==> src/rtl/roic_stream_gen_pkg.sv <==
// rtl/roic_stream_gen_pkg.sv - shared types and constants for the ROIC stream emulator
// Purpose: FSM state and pattern enums, LFSR seed, even/odd flag bit position and
//          the interleave helper that maps a sample index to its pixel number.
// Ports:   none (package).
package roic_stream_pkg;

  typedef enum logic [2:0] {
    IDLE  = 3'd0,
    LOAD  = 3'd1,
    BURST = 3'd2,
    GAP   = 3'd3,
    DONE  = 3'd4
  } state_e;

  typedef enum logic [1:0] {
    PAT_RAMP      = 2'd0,
    PAT_CONST     = 2'd1,
    PAT_LFSR      = 2'd2,
    PAT_RAMP_RSVD = 2'd3
  } pattern_e;

  localparam logic [15:0] LFSR_SEED = 16'hACE1;
  localparam int          EO_BIT    = 6;

  // Sample c of a k-bit counter carries pixel {c[1:0], c[k-1:2]}; the receiver
  // applies the opposite swizzle so its RAM ends up holding pixels in order.
  function automatic logic [7:0] pixel_of(input logic [7:0] c, input int k);
    logic [7:0] hi;
    logic [7:0] lo;
    hi = 8'(c[1:0]) << (k - 2);
    lo = (c >> 2) & 8'((1 << (k - 2)) - 1);
    return hi | lo;
  endfunction

endpackage

==> src/rtl/roic_stream_gen_if.sv <==
// rtl/roic_stream_gen_if.sv - sample stream bundle between the emulator and the reorder buffer
// Purpose: groups the per-sample stream signals.
// Signals: data_out (DATA_WIDTH), valid_out, channel_detected, even_odd, line_done.
// Modports: master drives the stream, slave observes it.
interface roic_stream_gen_if #(
  parameter int DATA_WIDTH = 24
);
  logic [DATA_WIDTH-1:0] data_out;
  logic                  valid_out;
  logic                  channel_detected;
  logic                  even_odd;
  logic                  line_done;

  modport master (
    output data_out,
    output valid_out,
    output channel_detected,
    output even_odd,
    output line_done
  );

  modport slave (
    input data_out,
    input valid_out,
    input channel_detected,
    input even_odd,
    input line_done
  );
endinterface

==> src/rtl/roic_lfsr16.sv <==
// rtl/roic_lfsr16.sv - 16-bit Fibonacci LFSR, x^16+x^14+x^13+x^11+1
// Purpose: pseudo-random payload source for test-pattern generators.
// Ports:   clk, sync_rst (async, active-high) - clock and reset
//          en_i    - advance one step
//          load_i  - load seed_i (has priority over en_i)
//          seed_i  - 16-bit load value
//          state_o - current register contents
module roic_lfsr16
  import roic_stream_pkg::*;
(
  input  logic        clk,
  input  logic        sync_rst,
  input  logic        en_i,
  input  logic        load_i,
  input  logic [15:0] seed_i,
  output logic [15:0] state_o
);

  logic [15:0] lfsr_q;
  logic [15:0] lfsr_d;

  always_comb begin
    lfsr_d = lfsr_q;
    if (load_i) begin
      lfsr_d = seed_i;
    end else if (en_i) begin
      // Taps 16,14,13,11 counted from 1 map to bits 15,13,12,10.
      lfsr_d = {lfsr_q[14:0], lfsr_q[15] ^ lfsr_q[13] ^ lfsr_q[12] ^ lfsr_q[10]};
    end
  end

  always_ff @(posedge clk or posedge sync_rst) begin
    if (sync_rst) begin
      lfsr_q <= LFSR_SEED;
    end else begin
      lfsr_q <= lfsr_d;
    end
  end

  assign state_o = lfsr_q;

endmodule

==> src/rtl/roic_stream_gen.sv <==
// rtl/roic_stream_gen.sv - ROIC line-stream transmitter emulator
// Purpose: emits frames of line bursts in ROIC interleaved order toward the
//          receiver reorder buffer; the even/odd line flag rides on data bit 6.
// Ports:   clk, sync_rst (async, active-high)
//          start       - one-cycle pulse, begins a frame when idle
//          abort       - level, ends the frame at the next burst boundary
//          num_lines   - lines per frame, 0 means 256
//          pattern_sel - 0 ramp, 1 constant, 2 LFSR, 3 ramp
//          const_val   - constant-pattern payload
//          stream      - master side of the sample stream bundle
//          frame_done  - one-cycle pulse at end of frame
//          busy        - frame in progress
module roic_stream_gen
  import roic_stream_pkg::*;
#(
  parameter int DATA_WIDTH     = 24,
  parameter int SAMPLES_PER_CH = 256,
  parameter int GAP_CYCLES     = 4
) (
  input  logic                     clk,
  input  logic                     sync_rst,
  input  logic                     start,
  input  logic                     abort,
  input  logic [7:0]               num_lines,
  input  logic [1:0]               pattern_sel,
  input  logic [15:0]              const_val,
  roic_stream_gen_if.master        stream,
  output logic                     frame_done,
  output logic                     busy
);

  localparam int             K      = $clog2(SAMPLES_PER_CH);
  localparam logic [7:0]     C_LAST = 8'(SAMPLES_PER_CH - 1);
  localparam int             GW     = (GAP_CYCLES > 1) ? $clog2(GAP_CYCLES) : 1;
  localparam logic [GW-1:0]  G_LAST = GW'(GAP_CYCLES - 1);

  state_e                 state_q, state_d;
  logic [7:0]             c_q, c_d;
  logic [7:0]             l_q, l_d;
  logic [GW-1:0]          g_q, g_d;
  logic [7:0]             lines_q, lines_d;
  pattern_e               pat_q, pat_d;
  logic [15:0]            cval_q, cval_d;

  logic [DATA_WIDTH-1:0]  data_q, data_d;
  logic                   valid_q, valid_d;
  logic                   cd_q, cd_d;
  logic                   ld_q, ld_d;
  logic                   fd_q, fd_d;
  logic                   busy_q, busy_d;

  logic [15:0]            lfsr;
  logic [23:0]            payload;
  logic [7:0]             pix;
  logic [8:0]             lines_total;
  logic [8:0]             l_next;

  roic_lfsr16 u_lfsr (
    .clk     (clk),
    .sync_rst(sync_rst),
    .en_i    (state_q == BURST),
    .load_i  (state_q == LOAD),
    .seed_i  (LFSR_SEED),
    .state_o (lfsr)
  );

  assign pix         = pixel_of(c_q, K);
  // A latched count of 0 stands for a full 256-line frame.
  assign lines_total = (lines_q == 8'd0) ? 9'd256 : {1'b0, lines_q};
  assign l_next      = {1'b0, l_q} + 9'd1;

  always_comb begin
    payload = '0;
    case (pat_q)
      PAT_CONST: payload = {cval_q, 1'b0, l_q[0], 6'd0};
      PAT_LFSR:  payload = {lfsr, 1'b0, l_q[0], 6'd0};
      default:   payload = {l_q, pix, 1'b0, l_q[0], 6'd0};
    endcase
  end

  always_comb begin
    state_d = state_q;
    c_d     = c_q;
    l_d     = l_q;
    g_d     = g_q;
    lines_d = lines_q;
    pat_d   = pat_q;
    cval_d  = cval_q;
    data_d  = data_q;
    valid_d = 1'b0;
    cd_d    = 1'b0;
    ld_d    = 1'b0;
    fd_d    = 1'b0;
    busy_d  = (state_q != IDLE);
    case (state_q)
      IDLE: begin
        if (start) state_d = LOAD;
      end
      LOAD: begin
        lines_d = num_lines;
        pat_d   = pattern_e'(pattern_sel);
        cval_d  = const_val;
        c_d     = '0;
        l_d     = '0;
        g_d     = '0;
        state_d = BURST;
      end
      BURST: begin
        valid_d = 1'b1;
        data_d  = DATA_WIDTH'(payload);
        cd_d    = (c_q == 8'd0);
        ld_d    = (c_q == C_LAST);
        if (c_q == C_LAST) begin
          c_d     = '0;
          g_d     = '0;
          state_d = GAP;
        end else begin
          c_d = c_q + 8'd1;
        end
      end
      GAP: begin
        // abort is only looked at here, so a burst is never cut short.
        if (g_q == G_LAST) begin
          if ((l_next < lines_total) && !abort) begin
            l_d     = l_q + 8'd1;
            state_d = BURST;
          end else begin
            state_d = DONE;
          end
        end else begin
          g_d = g_q + 1'b1;
        end
      end
      DONE: begin
        fd_d    = 1'b1;
        state_d = IDLE;
      end
      default: state_d = IDLE;
    endcase
  end

  always_ff @(posedge clk or posedge sync_rst) begin
    if (sync_rst) begin
      state_q <= IDLE;
      c_q     <= '0;
      l_q     <= '0;
      g_q     <= '0;
      lines_q <= '0;
      pat_q   <= PAT_RAMP;
      cval_q  <= '0;
      data_q  <= '0;
      valid_q <= 1'b0;
      cd_q    <= 1'b0;
      ld_q    <= 1'b0;
      fd_q    <= 1'b0;
      busy_q  <= 1'b0;
    end else begin
      state_q <= state_d;
      c_q     <= c_d;
      l_q     <= l_d;
      g_q     <= g_d;
      lines_q <= lines_d;
      pat_q   <= pat_d;
      cval_q  <= cval_d;
      data_q  <= data_d;
      valid_q <= valid_d;
      cd_q    <= cd_d;
      ld_q    <= ld_d;
      fd_q    <= fd_d;
      busy_q  <= busy_d;
    end
  end

  assign stream.data_out         = data_q;
  assign stream.valid_out        = valid_q;
  assign stream.channel_detected = cd_q;
  assign stream.even_odd         = data_q[EO_BIT];
  assign stream.line_done        = ld_q;
  assign frame_done              = fd_q;
  assign busy                    = busy_q;

endmodule

==> src/flat_wrapper.sv <==
// flat-port wrapper written by rule: the top's interface ports become plain ports
module roic_stream_gen_flat import roic_stream_pkg::*;
#(
  parameter int DATA_WIDTH     = 24,
  parameter int SAMPLES_PER_CH = 256,
  parameter int GAP_CYCLES     = 4
)
  (clk, sync_rst, start, abort, num_lines, pattern_sel, const_val, frame_done, busy, stream_data_out, stream_valid_out, stream_channel_detected, stream_even_odd, stream_line_done);
  roic_stream_gen_if #(.DATA_WIDTH(DATA_WIDTH)) stream_i ();
  input  logic clk;
  input  logic sync_rst;
  input  logic start;
  input  logic abort;
  input  logic [7:0] num_lines;
  input  logic [1:0] pattern_sel;
  input  logic [15:0] const_val;
  output logic frame_done;
  output logic busy;
  output wire logic [$bits(stream_i.data_out)-1:0] stream_data_out;
  output wire logic [$bits(stream_i.valid_out)-1:0] stream_valid_out;
  output wire logic [$bits(stream_i.channel_detected)-1:0] stream_channel_detected;
  output wire logic [$bits(stream_i.even_odd)-1:0] stream_even_odd;
  output wire logic [$bits(stream_i.line_done)-1:0] stream_line_done;
  assign stream_data_out = stream_i.data_out;
  assign stream_valid_out = stream_i.valid_out;
  assign stream_channel_detected = stream_i.channel_detected;
  assign stream_even_odd = stream_i.even_odd;
  assign stream_line_done = stream_i.line_done;
  roic_stream_gen #(.DATA_WIDTH(DATA_WIDTH), .SAMPLES_PER_CH(SAMPLES_PER_CH), .GAP_CYCLES(GAP_CYCLES)) u_core (.clk(clk), .sync_rst(sync_rst), .start(start), .abort(abort), .num_lines(num_lines), .pattern_sel(pattern_sel), .const_val(const_val), .stream(stream_i), .frame_done(frame_done), .busy(busy));
endmodule
==> config.mk <==
export PLATFORM = sky130hd
export DESIGN_NAME = roic_stream_gen_flat
export DESIGN_NICKNAME = d
export VERILOG_FILES = /design/src/rtl/roic_stream_gen_pkg.sv /design/src/rtl/roic_stream_gen_if.sv /design/src/rtl/roic_lfsr16.sv /design/src/rtl/roic_stream_gen.sv /design/src/flat_wrapper.sv
export SDC_FILE = /design/constraint.sdc
export NUM_CORES = 1
export LEC_CHECK = 0
export CORE_MARGIN = 2
export CORE_UTILIZATION = 35
export DETAILED_ROUTE_END_ITERATION = 8
export GPL_ROUTABILITY_DRIVEN = 0
export GPL_TIMING_DRIVEN = 0
export HOLD_SLACK_MARGIN = 0.1
export SLEW_MARGIN = 0
export SYNTH_ARGS = -nofsm -noshare
export SYNTH_HDL_FRONTEND = slang
export SYNTH_HIERARCHICAL = 1
export SYNTH_SLANG_ARGS = --single-unit
==> constraint.sdc <==
create_clock -name clk -period 3.2 [get_ports clk]
set_input_delay 0.48 -clock clk [delete_from_list [all_inputs] [get_ports clk]]
set_output_delay 0.48 -clock clk [all_outputs]
set_load 0.1 [all_outputs]
Yosys cells after proc, flatten, opt, wreduce, memory -nomap -nowiden:

Index checks and enable logic that the tools add are counted.

* flip-flop bits (word level): 92
* bits of input ports: 30
* output and inout port bits: 30

* $add $sub $neg: 4
* order comparisons: 1
* equal/unequal tests: 13
* multiplexer cells: 21
* bitwise gates (word level): 4
* reductions and logical operators: 12

Operators with widths (number)
* $pmux W24 S2: 1
* $mux W16: 2
* $pmux W8 S2: 2
* $mux W8: 3
* $add A8 B1 Y8 const B: 2
* $logic_not A8 Y1: 2
* $mux W3: 4
* $pmux W3 S4: 1
* $add A8 B1 Y9 const B: 1
* $lt A9 B9 Y1: 1
* $mux W9: 1
* $reduce_and A3 Y1: 3
* $eq A8 B8 Y1 const B: 1
* $or A8 B6 Y8: 1
* $eq A3 B2 Y1 const B: 2
* $ne A2 B1 Y1 const B: 3
* $pmux W2 S3: 1
* $reduce_bool A3 Y1: 2
* $eq A2 B2 Y1 const B: 2
* $mux W1: 4
* $mux W2: 2
* $ne A2 B2 Y1 const B: 2
* $reduce_bool A2 Y1: 2
* $eq A3 B1 Y1 const B: 1
* other kinds (7): 9

Longest topological paths before layout:

Gate-level depths: netlist of the first run.

* word-level depth: 7
* mapped depth: 12
* mapped depth without buffers: 10

Cells and area by module:

The synthesis of the first run kept the hierarchy.

Modules (own cells, without submodules)
* roic_stream_gen: instances 1, cells an instance 392, area each 3504.6 um2, seq. area each 1726.7 um2
* roic_lfsr16: instances 1, cells an instance 74, area each 804.5 um2, seq. area each 410.4 um2

Least setup slack after synthesis of the first run:

No wires, ideal clock.

* path kind: register -> register
* start: reg u_core.l_q[2]
* end: reg u_core.l_q[1]
* setup time: 0.122 ns
* arrival: 2.760 ns
* setup slack: 0.318 ns
* stages on the path, launching flop included: 12
* buffers on the path: 2
* clock period less this slack: 2.882 ns
* cells stage by stage: dfrtp_1 > clkbuf_1 > and3_1 > and3_1 > nand3_1 > xnor2_1 > ha_1 > o21a_1 > a211o_1 > or4_1 > buf_2 > a32o_1

* cells in the longest elaborated chain, start to end: 5

Ends and longest elaborated chain
* start: declaration: RTL line roic_stream_gen.sv:39 `logic [7:0] l_q, l_d;`
* start signal: assignment: RTL line roic_stream_gen.sv:160 `l_q <= l_d;`
* $add A8 B1 Y9: RTL line roic_stream_gen.sv:70 `assign l_next = {1'b0, l_q} + 9'd1;`
* $lt A9 B9 Y1: RTL line roic_stream_gen.sv:124 `if ((l_next < lines_total) && !abort) begin`
* $logic_and A1 B1 Y1: RTL line roic_stream_gen.sv:124
* $ne A2 B1 Y1 (no line)
* $reduce_and A3 Y1 (no line)

No other way between the ends.
A chain may end at the register's enable or synchronous reset.

Worst setup path in the final report of the first run:

Ends and elaborated chain as after synthesis.

==> results of run 1 <==
-- tightest hold or removal path: stages, from the launching register on --
cell,delay (ps)
dfrtp_1,340
nand2_1,40
o21ai_0,60
-- cell usage after synthesis (2+ instances only) --
master      n
nand2b_1    2
nor2b_1     2
nand2_1   108
a21oi_1    18
o31ai_1     2
nor2_1     24
a211o_1     3
dfrtp_1    77
o41ai_1     2
nand3_1     7
nand4_1     3
conb_1      2
a32o_1      5
or2_2       2
xor2_1      4
nor4_1      6
and3_1      4
a31oi_1     3
mux2i_1    15
inv_2       2
a22oi_1    16
buf_2      10
xnor2_1     5
ha_1       14
o21ai_0    36
buf_4       8
inv_1      15
dfstp_2     8
a22o_1      2
clkbuf_1   15
o21ai_1    17
or3_1       3
a211oi_1    3
-- sequential cells by signal, summed over array words and instances (netlist names), 2 cells and up --
register	cells
u_core/stream.data_out	17
u_core/cval_q	16
u_core/u_lfsr/state_o	16
u_core/c_q	8
u_core/l_q	8
u_core/lines_q	8
u_core/state_q	3
u_core/g_q	2
u_core/pat_q	2
-- worst paths after layout --
check                                            from                          to  slack [ps]  cells after the start
min in group asynchronous                    sync_rst    u_core/u_lfsr/state_o[8]         620                      2
hold / removal             u_core/stream.data_out[22]  u_core/stream.data_out[22]         480                      2
hold reg to reg            u_core/stream.data_out[22]  u_core/stream.data_out[22]         480                      2
setup reg to reg                        u_core/l_q[2]               u_core/l_q[1]         190                     10
setup / recovery                        u_core/l_q[2]               u_core/l_q[1]         190                     10
max in group asynchronous                    sync_rst               u_core/l_q[0]        1890                      2
-- per-layer routing --
layer  GRT usage [%]  wire length [um]
met2            27.4              4880
met3            3.37               342
met1            22.3              4790
met5               0                 0
met4            4.34               149
-- through the flow --
step	setup TNS, ps	util (%)	cell area, um^2	cells	setup slack (ps)
floorplan	0	-	4390	487	318
global placement	-17500	42.4	5090	686	-257
detailed placement	-637	42.4	5090	686	-125
CTS	0	45.2	5420	701	65.8
global route	0	45.3	5440	702	32.3
finish	0	45.3	5440	702	190
-- cells by family (layout without fill, tap and decap cells) --
| family | Yosys count | in the layout |
|---|---|---|
| other | 2 | 23 |
| adders and majority gates | 14 | 14 |
| buffers and inverters | 54 | 122 |
| muxes | 16 | 16 |
| DFF | 85 | 85 |
| AOI/OAI and AO/OA | 116 | 116 |
| and+or+nand+nor | 169 | 169 |
| xor gates and xnor gates | 10 | 10 |
-- layout make-up --
class	instances	area (um^2)	area share, %
flip-flops and latches	85	2140	39.4
multi-input cells	348	1990	36.6
repair buffers	53	528	9.71
clock buffers	10	239	4.39
plain buffers	36	203	3.73
well taps	147	184	3.38
clock inverters	6	86.3	1.59
inverters	17	66.3	1.22
-- placed cells by master (no fill, tap or decap), types with 10 or more instances in the layout --
master,n
a22oi_1,16
nor2_1,24
nand2_1,108
o21ai_1,17
clkbuf_1,14
dfrtp_1,74
buf_2,10
conb_1,23
o21ai_0,36
a21oi_1,18
ha_1,13
clkdlybuf4s50_1,52
mux2i_1,15
inv_1,14
-- power breakdown --
group / internal [mW] / total, mW / switching (mW) / leakage, nW
Clock: 0.703 / 1.12 / 0.419 / 0.158
Sequential: 1.54 / 1.87 / 0.327 / 1.05
Combinational: 0.955 / 2.80 / 1.85 / 1.25
-- repair_timing --
action | in CTS | in global routing
hold buffers | 0 | 0
setup buffers | 0 | 1
resized for setup | 1 | 4
setup endpoints to repair | 7 | 7
==> run summary, run 1 <==
OUTCOME
-------------------------------------------------------------------------------------------
Result of the run                                                                 completed

TIMING
-------------------------------------------------------------------------------------------
Top achievable clock speed                                                        0.332 GHz
Slew @ Worst Pin                                                                     985 ps
Unrepaired setup endpoints after global routing                                          no
Setup skew after layout                                                             5.89 ps
Final setup viols                                                                         0
Final count of pins violating max slew                                                    0
Final critical delay including setup and external delays                            3010 ps
Final hold viol count                                                                     0
Tightest slew margin relative to the limit                                            34.1%
Hold WS                                                                              481 ps
Fraction of the cycle the final worst path needs                                      94.1%

SYNTH
-------------------------------------------------------------------------------------------
Post-Synth XOR/XNOR Area                                                              2.21%
Area contributors post-synth                                                   dfrtp_1 45%, nand2_1 9.4%, dfstp_2 4.9%, o21ai_0 4.2%, ha_1 4.1%
Portion of the post-synthesis area used by sequential elements                        49.6%
Mapped Avg Cell Area                                                              9.25 um^2
Ys async rst share                                                                     100%
Cell count after synthesis                                                              466
Number of enable-type register cells in the synthesized netlist                           0
Number of distinct library cells after synthesis                                         56
#FFs+latches synth                                                                       85
Combinational family with the most area after synthesis                        simple AND/OR/NAND/NOR gates
Leading register cell type out of synthesis                                         dfrtp_1
Warnings, synthesis                                                                       6
Portion of synthesized cell area occupied by the leading cell type                    44.7%
Compound-gate portion of the synthesized area                                         17.0%
Fraction of the mapped netlist area in adder cells                                    4.07%
Simple-gate share of the synthesized area                                             17.0%
Cell area after synthesis                                                         4310 um^2
Fraction of synthesized area in multiplexers                                          3.75%
Cell type contributing the most total cell area after synthesis                     dfrtp_1

DETAILED ROUTING
-------------------------------------------------------------------------------------------
Antenna Violating Nets Remaining                                                          0
Total number of vias                                                                  3,499
DR WL/cell                                                                          14.5 um
Post-detailed-route via-to-cell ratio                                                  4.98
Remaining DRCs                                                                            0
Number of iterations in the first detailed-routing pass                                   4
Final WL                                                                          10,200 um
Number of design-rule violations left by the first detailed-router iteration            128

SETUP PATH
-------------------------------------------------------------------------------------------
Worst path bufs/invs                                                                      1
Arrival @ worst endpoint                                                            3230 ps
Most frequent cell on the critical path                                              and3_1
Endpoint class of the critical path                                               flip-flop
Largest fanout on the critical path                                                       6
Critical Path Slowest Stage Cell                                                      or4_1
Critical path required time                                                         3420 ps
Crit Path Class                                                                     reg2reg
Dominant delay contributor by cell family on the critical path                 simple AND/OR/NAND/NOR gates
Startpoint type of the worst setup path                                           flip-flop
Longest individual stage delay on the worst path                                     480 ps
Cells traversed along the worst timing path                                    and3_1, and3_1, nand3_1, xnor2_2, ha_1, o21a_1, a211o_1, or4_1, buf_2, a32o_1

CLOCKING
-------------------------------------------------------------------------------------------
CTS Sinks                                                                                85
Insertion delay of the later-clocked pin in the worst-skew pair                      330 ps
Number of H-tree levels                                                                   3
Max clock buf depth                                                                       2
CTS tree                                                                              built
Number of buffers created by CTS                                                          9
Clk root buf                                                                      clkbuf_16
Worst-path clk slew                                                                   60 ps

CELLS AND AREA
-------------------------------------------------------------------------------------------
# fillers                                                                             1,172
Area added between synthesis and finish                                               26.2%
Final net count                                                                         594
Count of antenna diodes in the layout                                                     0
Layout cell share with drive strength beyond 1                                        11.4%

FLOORPLANNING
-------------------------------------------------------------------------------------------
Die footprint                                                                   13,200 um^2
Top-level I/O count                                                                      60
Effective utilization at floorplan                                                    35.9%
Height of the die                                                                    115 um
Placeable core area                                                             12,000 um^2
Horizontal die dimension                                                             115 um
Placement Rows                                                                           40

POWER AND IR DROP
-------------------------------------------------------------------------------------------
Power density over cell area                                                   1060 nW/um^2
Reported leakage power                                                              2.46 nW
Overall Power                                                                       5.79 mW
Maximum vdd ir drop                                                              0.000369 V

GLOBAL ROUTING
-------------------------------------------------------------------------------------------
Number of global-route vias before repair                                             3,506
Wire length of the first global-routing pass                                      17,400 um
GRT overflow                                                                              0
Pin count of the biggest net entering global routing                                     70
Overall routing resource usage                                                        16.5%
Initial antenna violation count                                                           0

HOLD PATH
-------------------------------------------------------------------------------------------
Tightest Hold Check Type                                                            reg2reg

PLACE
-------------------------------------------------------------------------------------------
IO Port Bufs                                                                             52
Post-DP HPWL                                                                        7520 um

JOB
-------------------------------------------------------------------------------------------
Number of max-cap violations                                                              0

Power figures use the tool's default switching activity.
==> run 2: changes to the inputs <==
SETUP_SLACK_MARGIN = 0.5   (was unset)
==> run 2 against run 1 <==
Clock power down 7%; die area unchanged; worst setup slack better by 130 ps; non-clock buffer count up 7; sequential share of layout area down 0.92 points; maximum frequency up 4.3%; flip-flop and latch count unchanged; routed wire length up 4.6%; hold slack about the same; cell count up 1.0%; sequential power about the same; largest power group unchanged.
==> run summary, run 2 (synthesis results as in run 1) <==
OUTCOME
-------------------------------------------------------------------------------------------
Result of the run                                                                 completed   unchanged

CELLS AND AREA
-------------------------------------------------------------------------------------------
Most used cells in the layout excluding fill and tap cells                     108 x nand2_1, 75 x dfrtp_1, 52 x clkdlybuf4s50_1   was 108 x nand2_1, 74 x dfrtp_1, 52 x clkdlybuf4s50_1
Most common library cell in the layout ignoring fill and taps                       nand2_1   unchanged
Area added between synthesis and finish                                               29.1%   was 26.2%
Post-Layout Cell Count                                                                  709   was 702
Layout cell share with drive strength beyond 1                                        13.7%   was 11.4%
Final net count                                                                         601   was 594
Multi-input logic area                                                            2080 um^2   was 1990 um^2
Count of antenna diodes in the layout                                                     0   unchanged
Register cell area after layout                                                   2140 um^2   about the same
Largest register FFs                                                                     17   unchanged
# fillers                                                                             1,155   was 1,172

TIMING
-------------------------------------------------------------------------------------------
Top achievable clock speed                                                        0.347 GHz   was 0.332 GHz
Tightest slew margin relative to the limit                                            33.4%   was 34.1%
Worst Setup Slack, final                                                             315 ps   was 190 ps
Unrepaired setup endpoints after global routing                                         yes   was no
Final hold viol count                                                                     0   unchanged
Setup skew after layout                                                             7.24 ps   was 5.89 ps
Slew @ Worst Pin                                                                     995 ps   was 985 ps
Final count of pins violating max slew                                                    0   unchanged
Fraction of the cycle the final worst path needs                                      90.2%   was 94.1%
Final critical delay including setup and external delays                            2880 ps   was 3010 ps
Final setup viols                                                                         0   unchanged

DETAILED ROUTING
-------------------------------------------------------------------------------------------
Number of iterations in the first detailed-routing pass                                   5   was 4
Final WL                                                                          10,600 um   was 10,200 um
DR WL/cell                                                                          15.0 um   was 14.5 um
Antenna Violating Nets Remaining                                                          0   unchanged
Post-detailed-route via-to-cell ratio                                                  5.02   was 4.98
Number of design-rule violations left by the first detailed-router iteration            165   was 128
Remaining DRCs                                                                            0   unchanged
Total number of vias                                                                  3,561   was 3,499

SETUP PATH
-------------------------------------------------------------------------------------------
Longest individual stage delay on the worst path                                     430 ps   was 480 ps
Cells traversed along the worst timing path                                    and3_4, and3_4, nand3_4, xnor2_4, ha_4, o21a_1, a211o_1, or4_4, buf_6, a32o_1   was and3_1, and3_1, nand3_1, xnor2_2, ha_1, o21a_1, a211o_1, or4_1, buf_2, a32o_1
Arrival @ worst endpoint                                                            3110 ps   was 3230 ps
Crit Path Class                                                                     reg2reg   unchanged
Startpoint type of the worst setup path                                           flip-flop   unchanged
Critical Path Slowest Stage Cell                                                    dfrtp_1   was or4_1
Largest fanout on the critical path                                                       6   unchanged
R2r setup slk                                                                        320 ps   was 190 ps
Endpoint class of the critical path                                               flip-flop   unchanged
Critical path required time                                                         3420 ps   about the same
Most frequent cell on the critical path                                              and3_4   was and3_1

POWER AND IR DROP
-------------------------------------------------------------------------------------------
Reported leakage power                                                              2.50 nW   was 2.46 nW
Power density over cell area                                                   1050 nW/um^2   was 1060 nW/um^2
Proportion of power drawn by combinational gates                                      50.5%   was 48.4%
Clk network pwr share                                                                 17.9%   was 19.4%
Internal cell power                                                                 3.20 mW   about the same
Sw Pwr                                                                              2.65 mW   was 2.59 mW
Fraction of power spent switching nets                                                45.3%   was 44.7%
Maximum vdd ir drop                                                              0.000312 V   was 0.000369 V
Flop pwr share                                                                        31.6%   was 32.3%

FLOORPLANNING
-------------------------------------------------------------------------------------------
Placeable core area                                                             12,000 um^2   unchanged
Horizontal die dimension                                                             115 um   unchanged
Placement Rows                                                                           40   unchanged
Die footprint                                                                   13,200 um^2   unchanged
Height of the die                                                                    115 um   unchanged
Effective utilization at floorplan                                                    35.9%   unchanged
Top-level I/O count                                                                      60   unchanged

GLOBAL ROUTING
-------------------------------------------------------------------------------------------
Number of global-route vias before repair                                             3,496   was 3,506
Initial antenna violation count                                                           0   unchanged
Wire length of the first global-routing pass                                      17,600 um   was 17,400 um
GRT overflow                                                                              0   unchanged
Pin count of the biggest net entering global routing                                     70   unchanged
Overall routing resource usage                                                        17.0%   was 16.5%

CLOCKING
-------------------------------------------------------------------------------------------
Max clock buf depth                                                                       2   unchanged
CTS tree                                                                              built   unchanged
Number of buffers created by CTS                                                          9   unchanged
Clk root buf                                                                      clkbuf_16   unchanged
Post-CTS Hold Fix Bufs                                                                    0   unchanged
Insertion delay of the later-clocked pin in the worst-skew pair                      340 ps   was 330 ps
Number of H-tree levels                                                                   3   unchanged
Worst-path clk slew                                                                   60 ps   about the same
CTS Sinks                                                                                85   unchanged

PLACE
-------------------------------------------------------------------------------------------
IO Port Bufs                                                                             52   unchanged
Post-DP HPWL                                                                        7540 um   was 7520 um
Post-placement cell count                                                               686   unchanged
Worst slack after detailed placement                                                 255 ps   was -125 ps

HOLD PATH
-------------------------------------------------------------------------------------------
Tightest Hold Check Type                                                            reg2reg   unchanged

JOB
-------------------------------------------------------------------------------------------
Number of max-cap violations                                                              0   unchanged

run 2: per-layer routing:
| metal | global-route usage (%) | vias to the layer above | part of all wire (%) |
|---|---|---|---|
| met2 | 27.5 | 89 | 48 |
| met3 | 3.95 | 9 | 5.2 |
| met5 | 0 | - | 0 |
| li1 | - | 1759 | - |
| met1 | 23.0 | 1704 | 46 |
| met4 | 4.90 | 0 | 1.1 |
run 2: worst paths after layout:
kind | start | end | cells past startpoint
min in group asynchronous | sync_rst | u_core/u_lfsr/state_o[12] | 2
max reg2reg | u_core/l_q[3] | u_core/l_q[3] | 10
min reg2reg | u_core/cval_q[14] | u_core/cval_q[14] | 2
min | u_core/cval_q[14] | u_core/cval_q[14] | 2
max | u_core/l_q[3] | u_core/l_q[3] | 10
max in group asynchronous | sync_rst | u_core/l_q[0] | 2
run 2: power groups by stage:
| stage | registers, mW | logic, mW | clock network (mW) |
|---|---|---|---|
| final | 1.85 | 2.95 | 1.04 |
| after detailed placement | 1.88 | 2.83 | 0 |
| after global placement | 1.86 | 2.77 | 0 |
| after global routing | 1.91 | 3.23 | 1.11 |
| after floorplan | 2.30 | 1.68 | 0 |
| after CTS | 1.85 | 2.92 | 1.07 |
run 2: worst max-delay path, delay by kind of cell (launching register included):
family | cells | cell delay [ps]
fa+ha+maj | 1 | 220
buf+inv | 1 | 150
compound gates | 3 | 760
flops | 1 | 430
simple gates | 4 | 980
xor+xnor | 1 | 220
run 2: final cells by class:
class                   count  share of cell area, %
well taps                 147                   3.31
multi-input cells         348                   37.4
repair buffers             59                   10.3
clock buffers              12                   4.43
inverters                  17                   1.19
plain buffers              37                   4.03
clock inverters             4                  0.855
flip-flops and latches     85                   38.5
run 2: timing repair:
action                                  CTS  global route
resized for setup                         6             6
hold endpoints to repair                  0             0
endpoints found under the setup margin    7            10
pin swaps                                 5             7
setup buffers                             6             1
run 2: stage by stage:
step / area (um^2) / utilization (%) / hold WS, ps / setup TNS [ps] / power, mW
floorplan: 4440 / - / 388 / 0 / 3.98
global placement: 5150 / 42.9 / 466 / -18570 / 4.63
detailed placement: 5150 / 42.9 / 473 / 0 / 4.71
CTS: 5530 / 46.1 / 488 / 0 / 5.84
global route: 5560 / 46.3 / 505 / 0 / 6.25
finish: 5560 / 46.3 / 481 / 0 / 5.85
